==> config.mk <==
export PLATFORM = sky130hd
export DESIGN_NAME = pio_pattern_sequencer
export DESIGN_NICKNAME = d
export VERILOG_FILES = /design/src/rtl/pio_pattern_sequencer.sv
export SDC_FILE = /design/constraint.sdc
export NUM_CORES = 1
export LEC_CHECK = 0
export ABC_AREA = 0
export BUFFER_PORTS_ARGS = -buffer_cell sky130_fd_sc_hd__buf_2
export CAP_MARGIN = 15
export CORE_ASPECT_RATIO = 0.75
export CORE_MARGIN = 4
export CORE_UTILIZATION = 45
export CTS_BUF_LIST = sky130_fd_sc_hd__clkbuf_16
export CTS_CLUSTER_DIAMETER = 50
export DETAILED_ROUTE_END_ITERATION = 10
export PLACE_DENSITY = 0.68
export RECOVER_POWER = 25
export SYNTH_ARGS = -nofsm -noshare
export SYNTH_HDL_FRONTEND = slang
export SYNTH_SLANG_ARGS = --single-unit
==> constraint.sdc <==
create_clock -name clk -period 5.2 [get_ports clk]
set_clock_uncertainty 0.15 [all_clocks]
set_input_delay 0.26 -clock clk [delete_from_list [all_inputs] [get_ports clk]]
set_output_delay 0.26 -clock clk [all_outputs]
set_load 0.005 [all_outputs]
==> src/rtl/pio_pattern_sequencer.sv <==
// Avalon-MM controlled sequencer that steps up to four patterns onto a PIO s1 write port,
// one strobe per programmed period, then parks the PIO at IDLE_VALUE and flags DONE/IRQ.
module pio_pattern_sequencer #(
  parameter int unsigned DATA_W     = 5,
  parameter int unsigned NUM_STEPS  = 4,
  parameter int unsigned PERIOD_W   = 24,
  parameter int unsigned IDLE_VALUE = 31
) (
  input  logic        clk,
  input  logic        reset_n,
  input  logic [2:0]  address,
  input  logic        chipselect,
  input  logic        write_n,
  input  logic [31:0] writedata,
  output logic [31:0] readdata,
  output logic [1:0]  pio_address,
  output logic        pio_chipselect,
  output logic        pio_write_n,
  output logic [31:0] pio_writedata,
  output logic        irq
);

  typedef enum logic [1:0] {S_IDLE, S_WRITE, S_WAIT, S_PARK} state_t;

  localparam logic [1:0]        LAST_STEP = 2'(NUM_STEPS - 1);
  localparam logic [DATA_W-1:0] IDLE_VAL  = DATA_W'(IDLE_VALUE);

  state_t                state, next_state;
  logic [1:0]            step, next_step;
  logic [PERIOD_W-1:0]   period, cnt, eff_period;
  logic [DATA_W-1:0]     pattern [4];
  logic [DATA_W-1:0]     pio_data;
  logic                  run, loop, irq_en, done, set_done;
  logic                  wr, ctrl_wr, start, stop;
  logic                  unused_bits;

  assign wr         = chipselect & ~write_n;
  assign ctrl_wr    = wr && (address == 3'd0);
  assign start      = ctrl_wr && writedata[0] && !run && (state == S_IDLE);
  assign stop       = ctrl_wr && !writedata[0];
  assign eff_period = (period < PERIOD_W'(2)) ? PERIOD_W'(2) : period;
  assign unused_bits = &{1'b0, writedata[31:PERIOD_W]};

  always_comb begin
    next_state = state;
    next_step  = step;
    set_done   = 1'b0;
    case (state)
      S_IDLE: begin
        if (start) begin
          next_state = S_WRITE;
          next_step  = 2'd0;
        end
      end
      S_WRITE: next_state = stop ? S_PARK : S_WAIT;
      S_WAIT: begin
        if (stop) begin
          next_state = S_PARK;
        end else if (cnt == '0) begin
          if (step != LAST_STEP) begin
            next_step  = step + 2'd1;
            next_state = S_WRITE;
          end else if (loop) begin
            next_step  = 2'd0;
            next_state = S_WRITE;
          end else begin
            set_done   = 1'b1;
            next_state = S_PARK;
          end
        end
      end
      S_PARK: begin
        next_state = S_IDLE;
        next_step  = 2'd0;
      end
      default: next_state = S_IDLE;
    endcase
  end

  // PIO outputs are registered from the next state so the strobe lands in the same cycle
  // the FSM occupies WRITE/PARK.
  always_ff @(posedge clk or negedge reset_n) begin
    if (!reset_n) begin
      state          <= S_IDLE;
      step           <= 2'd0;
      cnt            <= '0;
      pio_chipselect <= 1'b0;
      pio_data       <= '0;
    end else begin
      state          <= next_state;
      step           <= next_step;
      pio_chipselect <= (next_state == S_WRITE) || (next_state == S_PARK);
      if (next_state == S_WRITE)
        pio_data <= pattern[next_step];
      else if (next_state == S_PARK)
        pio_data <= IDLE_VAL;
      if (state == S_WRITE)
        cnt <= eff_period - PERIOD_W'(2);
      else if (state == S_WAIT && cnt != '0)
        cnt <= cnt - PERIOD_W'(1);
    end
  end

  always_ff @(posedge clk or negedge reset_n) begin
    if (!reset_n) begin
      run    <= 1'b0;
      loop   <= 1'b0;
      irq_en <= 1'b0;
      done   <= 1'b0;
      period <= '0;
      irq    <= 1'b0;
      for (int unsigned i = 0; i < 4; i++)
        pattern[i] <= IDLE_VAL;
    end else begin
      if (ctrl_wr) begin
        loop   <= writedata[1];
        irq_en <= writedata[2];
      end
      if (state == S_PARK)
        run <= 1'b0;
      else if (ctrl_wr)
        run <= writedata[0];
      if (wr && address == 3'd1)
        period <= writedata[PERIOD_W-1:0];
      if (set_done)
        done <= 1'b1;
      else if (wr && address == 3'd2 && writedata[0])
        done <= 1'b0;
      if (wr && address[2])
        pattern[address[1:0]] <= writedata[DATA_W-1:0];
      irq <= done & irq_en;
    end
  end

  always_comb begin
    readdata = '0;
    case (address)
      3'd0: readdata[5:0] = {step, (state != S_IDLE), irq_en, loop, run};
      3'd1: readdata[PERIOD_W-1:0] = period;
      3'd2: readdata[0] = done;
      3'd4, 3'd5, 3'd6, 3'd7: readdata[DATA_W-1:0] = pattern[address[1:0]];
      default: readdata = '0;
    endcase
  end

  assign pio_address   = 2'b00;
  assign pio_write_n   = ~pio_chipselect;
  assign pio_writedata = {{(32-DATA_W){1'b0}}, pio_data};

endmodule
# Word level (Yosys, flattened, before mapping)
# Index checks and enable logic that the tools add are counted.
word_totals:
  regBits: 83
  out_inout_bits: 69
classes:
  addsub: 3
  n_lt_le_gt_ge: 4
  eq_ne: 12
  mux: 40
  bitwise: 6
  n_reduce_logical: 24
ops:
  columns: ["operator", "count"]
  rows:
  - ["$mux 24", 3]
  - ["$mux 5", 7]
  - ["$logic_not 24->1", 1]
  - ["$lt 24x2->1 const B", 1]
  - ["$reduce_bool 24->1", 1]
  - ["$sub 24x1->24 const B", 1]
  - ["$sub 24x2->24 const B", 1]
  - ["$bmux 5 s2", 2]
  - ["$bwmux 20", 1]
  - ["$mux 2", 10]
  - ["$mux 18", 1]
  - ["$eq 3x3->1 const B", 4]
  - ["$pmux 4 s3", 1]
  - ["$logic_and 1x1->1", 11]
  - ["$demux 5 s2", 1]
  - ["$mux 1", 10]
  - ["$reduce_bool 2->1", 5]
  - ["$pmux 2 s4", 1]
  - ["$eq 2x2->1 const B", 3]
  - ["$ge 3x3->1 const B", 2]
  - ["$not 2->3", 2]
  - ["$pmux 2 s3", 1]
  - ["$eq 2x1->1 const B", 2]
  - ["$pmux 1 s4", 1]
  - ["13 further kinds", 16]

# Depth between registers and ports, before layout
# Gate-level depths: netlist of the first run.
depth:
  depth_word: 13
  mapped_depth: 11

# Worst setup path before layout of the first run
# No wires, ideal clock.
synth_timing:
  path_kind: "register to register"
  startpoint: "reg period[4]"
  endpoint: "reg cnt[19]"
  setup_ns: 0.136
  t_arrival_ns: 2.252
  t_required_ns: 4.914
  slack_ns: 2.662
  path_stages_with_launch: 12
  path_buffers: 1
  path_cell_list: "dfrtp_1 clkbuf_1 nor4_1 nand2_1 nor4_1 nor2_1 ha_1 nand3b_1 nor2_1 nand3b_1 xor2_1 mux2i_1"
synth_between:
  elab_chain_cells: 4
synth_rtl:
  columns: ["element", "line", "text"]
  rows:
  - ["from (decl)", "30", "logic [PERIOD_W-1:0] period, cnt, eff_period;"]
  - ["from (signal assigned)", "124", "period <= writedata[PERIOD_W-1:0];"]
  - ["$lt 24x2->1", "41", "assign eff_period = (period < PERIOD_W'(2)) ? PERIOD_W'(2) : period;"]
  - ["$mux 24 *", "41", null]
  - ["$sub 24x2->24 *", "98", "cnt <= eff_period - PERIOD_W'(2);"]
  - ["$mux 24 *", "97", "if (state == S_WRITE)"]
  - ["to (signal assigned)", "98", null]
  - ["to (signal assigned)", "100", "cnt <= cnt - PERIOD_W'(1);"]
  - ["to (decl)", "30", null]
# Mark *: on every way between the ends. The rest lies on a longest branch, timed or not.
# A chain may end at the register's enable or synchronous reset.

# Final worst setup path of the first run
layout_timing:
  startpoint: "reg period[6]"
  endpoint: "reg cnt[13]"
# The elaborated chain is that of the path after synthesis.

==> results.py, run 1 <==
metrics = {
    "routing": {
        "drt_pass1_iterations": 5,
        "wl_per_cell_um": 17.67,
        "via_count": 4029,
        "wirelength_um": 12660,
        "first_iter_violations": 264,
        "remaining_drc_errors": 0,
        "final_antenna_net_count": 0,
        "viasPerCell": 5.627,
    },
    "finish": {
        "final_common_cell": "dfrtp_1",
        "final_area_um2": 5813,
        "final_layout_size_suffix_gt1_frac": 0.2674,
        "n_antenna_cell": 0,
        "fin_nets": 613,
        "fin_cells": 716,
        "layout_common_cells": "62 x dfrtp_1, 56 x buf_2, 45 x mux2_2, 39 x nand2_1, 37 x conb_1",
        "area_growth_pct": 14.12,
    },
    "place": {
        "dpl_cell_area_um2": 5360,
        "port_buffers": 62,
        "placed_cells": 683,
        "place_hpwl_um": 8959,
        "gp_congestion": 0.8960,
        "place_ws_ps": 2018,
    },
    "synthesis": {
        "post_synth.cell_area_avg_um2": 10.11,
        "syn_inst": 504,
        "synth_top_area_frac": 0.3046,
        "synth_edf_count": 0,
        "ys_warn_count": 0,
        "ys.flop_type": "dfrtp_1",
        "synth_top_area_cell": "dfrtp_1",
        "synth-seq-area-share": 0.4078,
        "async_flop_share": 1.000,
        "netlist_area_um2": 5094,
        "ys_ff_latch": 82,
        "synth_area_leaders": "dfrtp_1 30%, dfstp_2 10%, mux2_2 9.9%",
        "synthDistinctLibCells": 52,
    },
    "worst_setup_path": {
        "slowest_stage": "nor4_1",
        "rr_worst_depth": 10,
        "r2r_end": "cnt[13]",
        "arrival_ps": 3300,
        "worst_ep_required_time_ps": 5300,
        "crit_path_end_kind": "flip-flop",
        "cp-start-kind": "flip-flop",
        "path_cells": "nor4_1 > nand2_1 > nor4_1 > nor2_1 > ha_1 > nand3b_1 > nor3_1 > xor2_1 > nand2_1 > o211ai_1",
        "path_class": "reg2reg",
        "cp_slowest_stage_delay_ps": 510,
        "timing.rr.start": "period[6]",
        "critPathMaxFanout": 8,
        "regToRegSetupSlack_ps": 2000,
    },
    "clocking": {
        "cts_buffers": 9,
        "clk_latency_ps": 340,
        "cts-resized-gates": 0,
        "htree_levels": 3,
        "cts_tree": "done",
        "clk_pin_slew_ps": 70,
        "clock_sinks": 82,
        "root_buffer": "clkbuf_16",
        "cts_max_path_buffers": 2,
    },
    "power": {
        "p_per_area_nw_per_um2": 412.4,
        "peakVddDrop_uv": 213.4,
        "p_leak_nw": 2.568,
    },
    "timing": {
        "hold_slack_ps": 6.541,
        "grt_setup_unrepaired": "no",
        "fmax_mhz": 312.9,
        "period_needed_ps": 3196,
        "tightest_slew_ps": 2009,
        "slew_headroom": -0.3394,
        "drv_slew": 83,
        "setup_tns_ps": 0,
        "final_hold_viol_count": 0,
        "layout_setup_ws_ps": 2004,
        "post-route-period-util": 0.6147,
        "setup_viol": 0,
    },
    "global_route": {
        "grt_use_met1": 0.3218,
        "busiest_layer": "met1",
        "grt_pass1_vias": 3985,
        "grtUsageTotal": 0.2056,
        "grt_max_degree": 83,
        "grt_pass1_wl_um": 21200,
        "grt-ovfl-total": 0,
        "met2_usage": 0.2901,
        "antenna_found_initial": 0,
        "use_met3": 0.04415,
    },
    "outcome": {
        "violations": "max-capacitance violations, max-slew violations",
        "status": "complete, but fails checks",
    },
    "worst_hold_path": {
        "hold_depth": 2,
        "hold-path-endpoint": "period[19]",
        "min_path_type": "in2reg",
        "hp-start": "writedata[19]",
    },
    "floorplanning": {
        "io_pins": 108,
        "die_w_um": 130.9,
        "die_y_um": 100.1,
        "initial_core_util": 0.4638,
        "row_count": 33,
        "coreArea_um2": 10980,
        "die_area_um2": 13100,
    },
    "job": {
        "cap_viol_max_count": 1,
    },
}
[logic make-up after synthesis]
logic type / after synthesis / share of synthesized area
flip-flops: 82 / 0.4078
multiplexers: 66 / 0.1530
AO/OA/AOI/OAI: 73 / 0.09605
AND/OR/NAND/NOR: 172 / 0.1896
XOR/XNOR: 38 / 0.06534
buffers and inverters: 69 / 0.08008
adder cells (fa/ha/maj): 3 / 0.007370
other: 1 / 0.0007362
[cell usage after synthesis, types with 8 or more instances]
cell / count
dfrtp_1: 62
mux2_2: 45
nand2_1: 39
buf_4: 37
xor2_1: 35
nor2_1: 23
o21ai_0: 21
and3_1: 20
clkbuf_1: 20
dfstp_2: 20
mux2i_1: 16
nor3_1: 15
nand3_1: 14
nand4_1: 8
nor4_1: 8
[cell type report]
class / count / area, um^2
Sequential cell: 82 / 2077
Clock inverter: 7 / 58.81
Multi-Input combinational cell: 389 / 2746
Tap cell: 140 / 175.2
Fill cell: 955 / 5170
Inverter: 7 / 26.28
Timing Repair Buffer: 82 / 504.2
Clock buffer: 9 / 225.2
[where the power goes]
part / leakage [nW] / switching (W) / internal, W
sequential: 0.977 / 0.000230 / 0.000857
clock: 0.142 / 0.000280 / 0.000333
combinational: 1.45 / 0.000364 / 0.000332
total: 2.57 / 0.000874 / 0.00152
[timing repair]
item / CTS / global route
hold buffers: 15 / 0
endpoints found under the hold margin: 49 / 0
buffers inserted: 0 / 0
[worst max path at each step]
stage,startpoint,endpoint,slack [ps],cells after the start
6_report,period[6],cnt[13],2000,10
5_1_grt,period[4],cnt[19],1700,10
4_1_cts,period[6],cnt[13],1980,10
3_5_place_dp,period[6],cnt[13],2020,10
3_3_place_gp,period[10],cnt[19],2070,10
2_1_floorplan,period[4],cnt[19],2660,11
[per-layer routing]
layer,vias up,wire (um)
met5,-,0
met4,0,89
met3,9,989
met2,166,5433
met1,1967,6144
li1,1887,-
[flip-flops by register name (all words and copies together), names as in the netlist, 2 cells and up]
register,cells
step,2
pio_data,5
pattern,20
cnt,24
period,24
[worst max-delay path, delay by kind of cell, from the launching register on]
family | cells | cell delay (ps)
flops | 1 | 440
compound gates | 1 | 100
simple gates | 7 | 1870
fa+ha+maj | 1 | 260
xor+xnor | 1 | 290
[stage by stage]
stage | utilization | power (W)
6_report | 0.5293 | 0.002397
5_1_grt | 0.5293 | 0.002560
4_1_cts | 0.5276 | 0.002400
3_5_place_dp | 0.4880 | 0.001771
3_3_place_gp | 0.4880 | 0.001740
2_1_floorplan | - | 0.001549
Note: power is estimated with default switching activity, not from simulation.
==> run 2, diff against run 1 <==
Settings changed: PLACE_DENSITY 0.68 to 0.7.
Clock period 5.2 ns to 2.6 ns, I/O delays scaled along.
==> results.py, run 2 (same netlist as run 1, synthesis figures left out) <==
metrics = {
    "floorplanning": {
        "row_count": 33,
        "initial_core_util": 0.4638,
        "die_w_um": 130.9,
        "coreArea_um2": 10980,
        "io_pins": 108,
        "die_y_um": 100.1,
        "die_area_um2": 13100,
    },
    "worst_setup_path": {
        "path_class": "in2reg",
        "cp-start-kind": "primary input",
        "arrival_ps": 2560,
        "crit_path_end_kind": "flip-flop",
        "worst_ep_required_time_ps": 2670,
        "critPathMaxFanout": 10,
    },
    "finish": {
        "area_growth_pct": 25.13,
        "final_layout_size_suffix_gt1_frac": 0.3381,
        "n_antenna_cell": 0,
        "top_regs": "cnt: 24 flops, period: 24 flops, pattern: 20 flops",
        "layout_common_cells": "62 x dfrtp_1, 57 x buf_2, 50 x buf_4, 45 x mux2_2, 38 x nand2_1",
        "final_common_cell": "dfrtp_1",
        "final_core_util": 0.5803,
        "final_area_um2": 6374,
        "fin_nets": 670,
    },
    "routing": {
        "final_antenna_net_count": 0,
        "first_iter_violations": 323,
        "remaining_drc_errors": 0,
        "via_count": 4306,
        "highest-signal-layer": "met4",
        "wirelength_um": 13460,
        "viasPerCell": 5.571,
        "wl_met2_um": 6037,
        "drt_pass1_iterations": 7,
        "wl_met1_um": 6238,
        "routed-wl-met3_um": 1042,
        "wl_per_cell_um": 17.41,
    },
    "place": {
        "place_ws_ps": -147.6,
        "place_hpwl_um": 9497,
        "gp_congestion": 0.8841,
        "port_buffers": 62,
        "dpl_cell_area_um2": 5705,
    },
    "worst_hold_path": {
        "min_path_type": "in2reg",
    },
    "outcome": {
        "status": "complete, no violations",
    },
    "clocking": {
        "cts_buffers": 9,
        "root_buffer": "clkbuf_16",
        "clock_sinks": 82,
        "cts_max_path_buffers": 2,
        "htree_levels": 3,
        "cts_tree": "done",
        "clk_latency_ps": 340,
        "clk_pin_slew_ps": 60,
    },
    "power": {
        "peakVddDrop_uv": 428.2,
        "p_per_area_nw_per_um2": 822.3,
        "p_leak_nw": 2.877,
    },
    "timing": {
        "drv_slew": 0,
        "post-route-period-util": 0.9570,
        "tightest_slew_ps": 999.1,
        "final_hold_viol_count": 0,
        "fmax_mhz": 401.9,
        "period_needed_ps": 2488,
        "layout_setup_ws_ps": 111.8,
        "setup_viol": 0,
        "slew_headroom": 0.3339,
    },
    "global_route": {
        "grtUsageTotal": 0.2147,
        "grt-ovfl-total": 0,
        "antenna_found_initial": 0,
        "grt_pass1_vias": 4185,
        "grt_pass1_wl_um": 22020,
        "grt_max_degree": 83,
    },
    "job": {
        "cap_viol_max_count": 0,
    },
}
## run 2: report_power, final
group	internal (W)	total, W	switching, W
Combinational	0.000888	0.00180	0.000907
Clock	0.000765	0.00133	0.000566
Sequential	0.00172	0.00212	0.000400
Total	0.00337	0.00524	0.00187
## run 2: worst max-delay path: stages
cell	delay [ps]
dlygate4sd3_1	540
buf_2	160
nor4b_1	390
buf_4	210
a21o_1	170
or4_1	140
nand4_1	110
buf_4	200
a311o_1	310
o21a_1	180
## run 2: per-layer routing
layer / GRT usage / vias to the layer above
met5: 0 / -
li1: - / 1998
met2: 0.3175 / 181
met4: 0.04348 / 0
met3: 0.04947 / 15
met1: 0.3236 / 2112
## run 2: metrics by stage
stage                     power (W)  setup TNS, ps  std cells  hold WS [ps]
after CTS                  0.005147              0        771         38.41
after floorplan            0.003099              0        540        -315.6
after detailed placement   0.003756         -840.1        729         215.2
after global placement     0.003680         -325.9        729         211.6
after global routing       0.005562         -52.17        773         61.04
final                      0.005241              0        773         34.95
## run 2: area by class of cell
class / count / area [um^2]
Fill cell: 902 / 4609
Sequential cell: 82 / 2077
Clock inverter: 7 / 83.83
Clock buffer: 9 / 225.2
Multi-Input combinational cell: 389 / 2840
Inverter: 7 / 26.28
Timing Repair Buffer: 139 / 945.9
Tap cell: 140 / 175.2
## run 2: final timing paths
path                               from           to  cells after the start  slack, ps
setup / recovery           writedata[0]  pio_data[1]                     10        110
hold / removal               chipselect         done                      4         30
setup reg to reg                 cnt[3]  pio_data[1]                      6        110
hold reg to reg             pattern[10]  pattern[10]                      2        360
max in group asynchronous       reset_n     state[1]                      2       1290
min in group asynchronous       reset_n          irq                      2        380
## run 2: timing repair
| action | CTS | global route |
|---|---|---|
| buffers inserted | 1 | 2 |
| hold endpoints to repair | 107 | 0 |
| gates resized for setup | 2 | 15 |
| endpoints found under the setup margin | 10 | 23 |
| hold buffers | 25 | 0 |
| pin swaps | 1 | 3 |
==> run 3, diff against run 2 <==
Settings changed: PLACE_DENSITY 0.7 to 0.75.
==> results.py, run 3 (same netlist as run 1, synthesis figures left out) <==
metrics = {
    "routing": {
        "remaining_drc_errors": 0,
        "drt_pass1_iterations": 6,
        "wirelength_um": 13950,
        "first_iter_violations": 301,
        "via_count": 4435,
        "viasPerCell": 5.701,
        "final_antenna_net_count": 0,
        "wl_per_cell_um": 17.93,
    },
    "timing": {
        "setup_viol": 1,
        "period_needed_ps": 2614,
        "post-route-period-util": 1.005,
        "layout_setup_ws_ps": -13.85,
        "grt_setup_unrepaired": "yes",
        "hold_slack_ps": 48.19,
        "tightest_slew_ps": 1903,
        "final_hold_viol_count": 0,
        "slew_headroom": -0.2684,
        "fmax_mhz": 382.6,
        "drv_slew": 79,
    },
    "power": {
        "p_leak_nw": 2.891,
        "peakVddDrop_uv": 453.1,
        "p_per_area_nw_per_um2": 818.4,
        "power_w": 0.005232,
    },
    "worst_setup_path": {
        "r2r_end": "cnt[13]",
        "regToRegSetupSlack_ps": -10,
        "cp_top_family": "simple AND/OR/NAND/NOR gates",
        "cp.depth": 11,
        "slowest_stage": "or4_4",
        "path_cells": "or4_4 > nor4_4 > buf_4 > nor2_4 > ha_4 > nand3b_1 > buf_6 > nor3_1 > xor2_1 > nand2_1 > o211ai_1",
        "critPathLaunch": "period[18]",
        "critPathBufInv": 2,
        "crit_path_end_kind": "flip-flop",
        "cp_slowest_stage_delay_ps": 550,
        "critPathMaxFanout": 8,
        "endpoint": "cnt[13]",
        "arrival_ps": 2720,
        "path_class": "reg2reg",
        "worst_ep_required_time_ps": 2710,
        "timing.rr.start": "period[18]",
        "cp-start-kind": "flip-flop",
        "rr_worst_depth": 11,
    },
    "worst_hold_path": {
        "min_path_type": "in2reg",
    },
    "finish": {
        "final_layout_size_suffix_gt1_frac": 0.3386,
        "area_growth_pct": 25.50,
        "n_antenna_cell": 0,
        "final_core_util": 0.5820,
        "top_regs": "cnt: 24 flops, period: 24 flops, pattern: 20 flops",
        "final_common_cell": "dfrtp_1",
        "fin_nets": 675,
        "layout_common_cells": "62 x dfrtp_1, 56 x buf_2, 54 x buf_4, 44 x mux2_2, 39 x nand2_1",
    },
    "clocking": {
        "root_buffer": "clkbuf_16",
        "cts_max_path_buffers": 2,
        "clk_pin_slew_ps": 70,
        "htree_levels": 3,
        "cts_buffers": 9,
        "cts_tree": "done",
        "clk_latency_ps": 340,
        "clock_sinks": 82,
    },
    "floorplanning": {
        "row_count": 33,
        "io_pins": 108,
        "die_w_um": 130.9,
        "coreArea_um2": 10980,
        "initial_core_util": 0.4638,
        "die_area_um2": 13100,
        "die_y_um": 100.1,
    },
    "global_route": {
        "grt_pass1_wl_um": 22020,
        "grt_max_degree": 79,
        "busiest_layer": "met2",
        "grt_use_met1": 0.3070,
        "grt-ovfl-total": 0,
        "use_met3": 0.04202,
        "antenna_found_initial": 0,
        "grt_pass1_vias": 4344,
        "met2_usage": 0.3214,
        "grtUsageTotal": 0.2123,
    },
    "outcome": {
        "status": "complete, but fails checks",
        "violations": "max-capacitance violations, max-slew violations, negative setup slack",
    },
    "job": {
        "cap_viol_max_count": 1,
    },
    "place": {
        "gp_congestion": 0.9613,
        "place_ws_ps": -154.8,
        "port_buffers": 62,
        "place_hpwl_um": 9804,
    },
}
run 3: worst reg2reg max path, delay by kind of cell (launching register included):
kind	cells	cell delay, ps
AO/OA/AOI/OAI	1	100
XOR/XNOR	1	240
adder cells (fa/ha/maj)	1	150
buffers and inverters	2	330
flip-flops	1	400
AND/OR/NAND/NOR	6	1170
run 3: report_power, final:
group	internal [W]	switching, W
clock	0.000733	0.000579
sequential	0.00172	0.000393
combinational	0.000885	0.000926
total	0.00333	0.00190
run 3: stage by stage:
step           setup TNS, ps  cell area [um^2]  instances
2_1_floorplan              0              5229        540
3_3_place_gp          -296.3              5728        732
3_5_place_dp          -994.2              5728        732
4_1_cts                    0              6319        774
5_1_grt               -228.4              6392        778
6_report              -13.85              6392        778
run 3: what timing repair did:
action                                 in CTS  in global routing
endpoints found under the hold margin     107                  0
gates cloned                                0                  0
resized for setup                           4                 12
hold buffers                               25                  0
setup endpoints to repair                  10                 16
pin swaps                                   1                  9
buffers inserted                            1                  4
run 3: layout make-up:
| type | count | area (um^2) |
|---|---|---|
| Clock inverter | 6 | 57.56 |
| Tap cell | 140 | 175.2 |
| Sequential cell | 82 | 2077 |
| Timing Repair Buffer | 144 | 979.7 |
| Multi-Input combinational cell | 389 | 2826 |
| Fill cell | 881 | 4591 |
| Clock buffer | 10 | 250.2 |
| Inverter | 7 | 26.28 |
run 3: worst min path at each step:
stage          cells after the start  slack (ps)        from      to
2_1_floorplan                      0        -320     reset_n  cnt[0]
3_3_place_gp                       1         190     reset_n     irq
3_5_place_dp                       1         210     reset_n     irq
4_1_cts                            3          30  address[2]    done
5_1_grt                            3          70  address[2]    done
6_report                           4          50  chipselect    done
run 3: per-layer routing:
| layer | routed length, um | vias up |
|---|---|---|
| li1 | - | 2012 |
| met1 | 5994 | 2163 |
| met2 | 6381 | 233 |
| met3 | 1324 | 27 |
| met4 | 248 | 0 |
| met5 | 0 | - |
